**src/rtl/if_loop_1_pkg.sv**
```systemverilog
// Shared types, widths and the round-robin grant helper for the if_loop_1 call scheduler.
package if_loop_1_pkg;

    localparam int unsigned A_W    = 64;
    localparam int unsigned N_W    = 32;
    localparam int unsigned RET_W  = 32;
    localparam int unsigned RR_MAX = 16;

    typedef struct packed {
        logic [A_W-1:0] a;
        logic [N_W-1:0] n;
    } call_req_t;

    // First valid requester at or after ptr, wrapping modulo nreq; one-hot result.
    function automatic logic [RR_MAX-1:0] rr_pick(input logic [RR_MAX-1:0] valid,
                                                  input logic [3:0]        ptr,
                                                  input int unsigned       nreq);
        logic [RR_MAX-1:0] grant;
        logic              found;
        int unsigned       idx;
        grant = '0;
        found = 1'b0;
        for (int unsigned i = 0; i < RR_MAX; i++) begin
            idx = (32'(ptr) + i) % nreq;
            if (i < nreq && !found && valid[idx[3:0]]) begin
                grant[idx[3:0]] = 1'b1;
                found           = 1'b1;
            end
        end
        return grant;
    endfunction

endpackage

```
**src/rtl/sched_id_fifo.sv**
```systemverilog
// Synchronous FIFO holding requester ids of calls in flight; push and pop may coincide.
module sched_id_fifo #(
    parameter int unsigned WIDTH = 2,
    parameter int unsigned DEPTH = 4,
    parameter int unsigned CW    = $clog2(DEPTH + 1)
) (
    input  logic             clock,
    input  logic             reset,
    input  logic             push,
    input  logic [WIDTH-1:0] din,
    input  logic             pop,
    output logic [WIDTH-1:0] dout,
    output logic             empty,
    output logic             full,
    output logic [CW-1:0]    count
);

    localparam int unsigned PW = (DEPTH > 1) ? $clog2(DEPTH) : 1;

    logic [WIDTH-1:0] mem [DEPTH];
    logic [PW-1:0]    wr_ptr;
    logic [PW-1:0]    rd_ptr;

    function automatic logic [PW-1:0] ptr_inc(input logic [PW-1:0] p);
        return (p == PW'(DEPTH - 1)) ? '0 : p + 1'b1;
    endfunction

    always_ff @(posedge clock or posedge reset) begin
        if (reset) begin
            wr_ptr <= '0;
            rd_ptr <= '0;
            count  <= '0;
        end else begin
            if (push) wr_ptr <= ptr_inc(wr_ptr);
            if (pop)  rd_ptr <= ptr_inc(rd_ptr);
            case ({push, pop})
                2'b10:   count <= count + 1'b1;
                2'b01:   count <= count - 1'b1;
                default: count <= count;
            endcase
        end
    end

    always_ff @(posedge clock) begin
        if (push) mem[wr_ptr] <= din;
    end

    assign dout  = mem[rd_ptr];
    assign empty = (count == '0);
    assign full  = (count == CW'(DEPTH));

endmodule

```
**src/rtl/if_loop_1_call_sched.sv**
```systemverilog
// Round-robin call scheduler sharing one if_loop_1 component among NREQ requesters,
// tagging in-order results with the originating requester id.
module if_loop_1_call_sched
    import if_loop_1_pkg::*;
#(
    parameter int unsigned NREQ  = 4,
    parameter int unsigned DEPTH = 4,
    parameter int unsigned IDW   = $clog2(NREQ),
    parameter int unsigned CW    = $clog2(DEPTH + 1)
) (
    input  logic               clock,
    input  logic               reset,
    input  logic [NREQ-1:0]    req_valid,
    input  logic [NREQ*64-1:0] req_a,
    input  logic [NREQ*32-1:0] req_n,
    output logic [NREQ-1:0]    req_ready,
    output logic               rsp_valid,
    input  logic               rsp_ready,
    output logic [IDW-1:0]     rsp_id,
    output logic [31:0]        rsp_data,
    output logic               comp_start,
    input  logic               comp_busy,
    output logic [63:0]        comp_a,
    output logic [31:0]        comp_n,
    input  logic               comp_done,
    output logic               comp_stall,
    input  logic [31:0]        comp_returndata,
    output logic [CW-1:0]      outstanding,
    output logic               err_unexpected_done,
    output logic [31:0]        calls_issued,
    output logic [31:0]        calls_done
);

    typedef enum logic {IDLE, CALL} state_t;

    state_t            state, state_nxt;
    logic [IDW-1:0]    rr_ptr, pend_id, win_id;
    logic [RR_MAX-1:0] grant_w;
    logic [NREQ-1:0]   grant;
    call_req_t         win_req;
    logic              any_valid, accept, latch, pop;
    logic              fifo_empty, fifo_full;
    logic [IDW-1:0]    fifo_head;

    always_comb begin
        grant_w = rr_pick(RR_MAX'(req_valid), 4'(rr_ptr), NREQ);
        grant   = grant_w[NREQ-1:0];
        win_id  = '0;
        for (int unsigned i = 0; i < NREQ; i++) begin
            if (grant[i]) win_id = IDW'(i);
        end
        win_req.a = req_a[int'(win_id)*A_W +: A_W];
        win_req.n = req_n[int'(win_id)*N_W +: N_W];
    end

    assign any_valid  = |req_valid;
    // Full is the registered count, so an accepted call can never overflow the id FIFO.
    assign comp_start = (state == CALL) && !fifo_full;
    assign accept     = comp_start && !comp_busy;

    always_comb begin
        state_nxt = state;
        latch     = 1'b0;
        case (state)
            IDLE: begin
                if (any_valid) begin
                    latch     = 1'b1;
                    state_nxt = CALL;
                end
            end
            CALL: begin
                if (accept) begin
                    if (any_valid) latch = 1'b1;
                    else           state_nxt = IDLE;
                end
            end
            default: state_nxt = IDLE;
        endcase
    end

    assign req_ready  = (latch && !reset) ? grant : '0;
    assign rsp_valid  = comp_done && !fifo_empty;
    assign rsp_data   = comp_returndata;
    assign rsp_id     = fifo_head;
    assign comp_stall = !rsp_ready;
    assign pop        = rsp_valid && rsp_ready;

    always_ff @(posedge clock or posedge reset) begin
        if (reset) begin
            state               <= IDLE;
            rr_ptr              <= '0;
            pend_id             <= '0;
            comp_a              <= '0;
            comp_n              <= '0;
            err_unexpected_done <= 1'b0;
            calls_issued        <= '0;
            calls_done          <= '0;
        end else begin
            state <= state_nxt;
            if (latch) begin
                comp_a  <= win_req.a;
                comp_n  <= win_req.n;
                pend_id <= win_id;
                rr_ptr  <= (win_id == IDW'(NREQ - 1)) ? '0 : win_id + 1'b1;
            end
            if (accept)                  calls_issued        <= calls_issued + 1'b1;
            if (pop)                     calls_done          <= calls_done + 1'b1;
            if (comp_done && fifo_empty) err_unexpected_done <= 1'b1;
        end
    end

    sched_id_fifo #(
        .WIDTH (IDW),
        .DEPTH (DEPTH),
        .CW    (CW)
    ) u_id_fifo (
        .clock (clock),
        .reset (reset),
        .push  (accept),
        .din   (pend_id),
        .pop   (pop),
        .dout  (fifo_head),
        .empty (fifo_empty),
        .full  (fifo_full),
        .count (outstanding)
    );

endmodule

```
**config.mk**
```make
export PLATFORM = sky130hd
export DESIGN_NAME = if_loop_1_call_sched
export DESIGN_NICKNAME = d
export VERILOG_FILES = /design/src/rtl/if_loop_1_pkg.sv /design/src/rtl/sched_id_fifo.sv /design/src/rtl/if_loop_1_call_sched.sv
export SDC_FILE = /design/constraint.sdc
export NUM_CORES = 1
export LEC_CHECK = 0
export CORE_AREA = 2 2 245 247
export DETAILED_ROUTE_END_ITERATION = 8
export DIE_AREA = 0 0 247 249
export MAX_ROUTING_LAYER = met4
export SLEW_MARGIN = 40
export SYNTH_ARGS = -nofsm -noshare
export SYNTH_HDL_FRONTEND = slang
export SYNTH_SLANG_ARGS = --single-unit
```
**constraint.sdc**
```tcl
create_clock -name clock -period 11.25 [get_ports clock]
set_input_delay 2.25 -clock clock [delete_from_list [all_inputs] [get_ports clock]]
set_output_delay 2.25 -clock clock [all_outputs]
set_load 0.03 [all_outputs]
```
==> results.sh <==
export IMPL_status="finished, final reports clean"
export IMPL_fill_cells=6137
export IMPL_cts_tree="yes"
export IMPL_dpl_cell_area_um2=16900
export IMPL_min_path_type="flop to flop"
export IMPL_rsz0062_at_grt="no"
export IMPL_worstPathCellList="clkdlybuf4s50_1, mux4_2, o311ai_2, and2_4, nor3_1, clkdlybuf4s50_1"
export IMPL_yosys_warnings=0
export IMPL_dr_pass1_iters=5
export IMPL_max_slew_margin_pct=43.2
export IMPL_die_h_um=249
export IMPL_clock_sinks=181
export IMPL_p_seq_share_pct=22.7
export IMPL_dieArea_um2=61500
export IMPL_hold_violations=0
export IMPL_synth_distinct_cells=47
export IMPL_worstPathRequired_ns=9.00
export IMPL_worst_path_largest_cell_delay_ns=0.64
export IMPL_synth_area_um2=10700
export IMPL_tritoncts_num_buffers=17
export IMPL_intPower_mw=2.34
export IMPL_synth_nets=1611
export IMPL_drtIter0Drc=631
export IMPL_cts_reportedPaths_clkPinSlew_ns=0.08
export IMPL_place_hpwl_mm=37.4
export IMPL_crit_buf_inv=2
export IMPL_worst_setup_path_start_kind="input pin"
export IMPL_die_w_um=247
export IMPL_p_clk_share_pct=13.1
export IMPL_first_global_vias=11644
export IMPL_nets=2081
export IMPL_h_tree_depth=4
export IMPL_multiInputGateArea_um2=5470
export IMPL_synth_main_ff_cell="dfrtp_1"
export IMPL_regToRegSetupSlack_ns=7.07
export IMPL_cp_common_cell="clkdlybuf4s50_1"
export IMPL_crit_cells=6
export IMPL_worst_ir_drop_vdd_mv=0.249
export IMPL_final_common_cell="clkdlybuf4s50_1"
export IMPL_rows=89
export IMPL_cp_end_kind="output port"
export IMPL_grt_max_degree=114
export IMPL_layout_common_cells="565 x clkdlybuf4s50_1, 236 x nand2_1, 173 x dfrtp_1, 104 x and3_1, 96 x o221ai_1"
export IMPL_cts_root_buffer="clkbuf_16"
export IMPL_p_switching_mw=2.38
export IMPL_cap_violations=0
export IMPL_rr_worst_depth=9
export IMPL_cp_slowest_cell="mux4_2"
export IMPL_grt_overflow_total=0
export IMPL_timing_rr_start="rr_ptr[0]$_DFFE_PP0P_"
export IMPL_swShare_pct=50.5
export IMPL_cts_buffer_depth=2
export IMPL_setup_worst_path_end="req_ready[2]"
export IMPL_critPathLaunch="req_valid[1]"
export IMPL_synth_cells=1170
export IMPL_vias=11401
export IMPL_crit_fanout=44
export IMPL_hold_buffers=0
export IMPL_grt_pass1_wl_mm=74.2
export IMPL_ant_nets=0
export IMPL_synth_edf_count=8
export IMPL_whs_ns=0.463
export IMPL_post_drt_wl_per_cell_um=21.0
export IMPL_port_buffers=565
export IMPL_fin_crit_ns=7.45
export IMPL_p_leak_nw=6.85
export IMPL_fmax_mhz=134
export IMPL_dp_cells=2394
export IMPL_track_usage_pct=16.7
export IMPL_cp_top_family="buffers and inverters"
export IMPL_rr_endpoint="comp_a[43]$_DFFE_PP0P_"
export IMPL_cts_setup_buffers=0
export IMPL_ys_seq_area_share_pct=42.5
export IMPL_start_util_pct=18.3
export IMPL_drive_above_1_share_pct=5.93
export IMPL_cellPowerDensity_nw_per_um2=270
export IMPL_gp_congestion=0.919
export IMPL_period_share_pct=66.2
export IMPL_final_cells=2427
export IMPL_combPwrFrac_pct=64.2
export IMPL_ys_seq_elements=181
export IMPL_setup_viol=0
export IMPL_arrival_ns=5.20
export IMPL_core_area_um2=58700
export IMPL_skew_ns=0.0189
export IMPL_synthArstFlopShare_pct=95.6
export IMPL_drc_errors=0
export IMPL_final_area_um2=17500
export IMPL_vias_per_cell=4.70
export IMPL_tightest_slew_ns=0.852
export IMPL_antenna_found_initial=2
export IMPL_slew_violations=0
export IMPL_drt_total_wl_mm=51.0
export IMPL_final_seq_area_um2=4570
export IMPL_syn_to_final_growth_pct=62.5
export IMPL_cts_resized=0
export IMPL_timing_worst_setup_path_type="input pin to output port"
export IMPL_synth_avg_cell_area_um2=9.19
export IMPL_clk_latency_ns=0.49
export IMPL_final_util_pct=29.8
export IMPL_ioPinCount=630
export IMPL_finalSetupTns_ns=0
-- power groups by stage --
stage / clock network, mW / logic (mW) / registers, mW
after global routing: 0.666 / 3.26 / 1.11
final: 0.616 / 3.03 / 1.07
after floorplan: 0 / 1.54 / 1.43
after detailed placement: 0 / 3.05 / 1.08
after global placement: 0 / 3.01 / 1.08
after CTS: 0.645 / 3.06 / 1.08
-- worst min path at each step --
stage / from / to / cells past startpoint
5_1_grt: comp_a[38]$_DFFE_PP0P_ / comp_a[38]$_DFFE_PP0P_ / 2
3_5_place_dp: err_unexpected_done$_DFFE_PP0P_ / err_unexpected_done$_DFFE_PP0P_ / 1
6_report: err_unexpected_done$_DFFE_PP0P_ / err_unexpected_done$_DFFE_PP0P_ / 1
3_3_place_gp: err_unexpected_done$_DFFE_PP0P_ / err_unexpected_done$_DFFE_PP0P_ / 1
2_1_floorplan: pend_id[0]$_DFFE_PP0P_ / u_id_fifo.mem[0][0]$_DFFE_PP_ / 0
4_1_cts: err_unexpected_done$_DFFE_PP0P_ / err_unexpected_done$_DFFE_PP0P_ / 1
-- worst reg2reg max path, delay by kind of cell (launching register included) --
family	cells	cell delay, ns
buffers and inverters	2	0.86
and+or+nand+nor	2	0.61
DFF	1	0.61
AOI/OAI and AO/OA	3	0.87
adders and majority gates	1	0.43
muxes	1	0.64
-- flip-flops by register name (all words and copies together) (netlist names) --
register,flops
rr_ptr,2
calls_issued,32
pend_id,2
u_id_fifo.wr_ptr,2
u_id_fifo.count,3
comp_a,64
u_id_fifo.mem,8
state,1
u_id_fifo.rd_ptr,2
calls_done,32
err_unexpected_done,1
comp_n,32
-- kinds of logic (layout without fill, tap and decap cells) --
| group | count (synthesis) | count (layout) | synth area share, % |
|---|---|---|---|
| simple gates | 438 | 438 | 19.3 |
| compound gates | 310 | 310 | 22.3 |
| flops | 181 | 181 | 42.5 |
| buf+inv | 150 | 633 | 7.01 |
| xor+xnor | 65 | 65 | 5.30 |
| fa+ha+maj | 16 | 16 | 1.93 |
| mux | 10 | 10 | 1.65 |
| other cells | 0 | 1 | 0 |
-- Yosys cell counts, drive strengths merged (3+ instances only) --
master | n | share of area (%)
a211oi | 96 | 8.1
a21o | 3 | 0.21
a21oi | 3 | 0.14
and2 | 9 | 0.52
and3 | 104 | 6.1
and4 | 3 | 0.24
buf | 56 | 3.7
clkbuf | 73 | 2.5
dfrtp | 173 | 40
edfxtp | 8 | 2.2
ha | 15 | 1.7
inv | 21 | 0.73
mux4 | 6 | 1.3
nand2 | 238 | 8.3
nand3 | 18 | 0.84
nand4 | 16 | 0.93
nor2 | 24 | 0.93
nor3 | 16 | 0.85
o21ai | 104 | 4.8
o221ai | 96 | 7.8
o311ai | 3 | 0.55
xnor2 | 50 | 4.1
xor2 | 15 | 1.2
-- metal layers --
metal  up-vias  wire, um  GRT usage (%)
met2       536     25400           27.8
met1      5616     20300           19.0
met4         0      1430           5.61
met3        72      3840           4.70
met5         -         0              -
li1       5177         -              -
-- final cells by class --
type                       instances  area share [%]
antenna                            1          0.0143
clock buffer                      21            2.69
clock inverter                    11           0.602
inverter                          21           0.523
multi-input combinational        839            31.3
sequential                       181            26.2
tap                              773            5.54
timing repair buffer             580            33.2
-- metrics by stage --
| stage | power, mW | setup slack, ns |
|---|---|---|
| 2_1_floorplan | 2.97 | 4.31 |
| 6_report | 4.72 | 3.80 |
| 3_5_place_dp | 4.13 | 3.77 |
| 3_3_place_gp | 4.09 | 3.82 |
| 5_1_grt | 5.03 | 3.64 |
| 4_1_cts | 4.78 | 3.76 |
No activity file was read; power rests on OpenSTA's default activity.
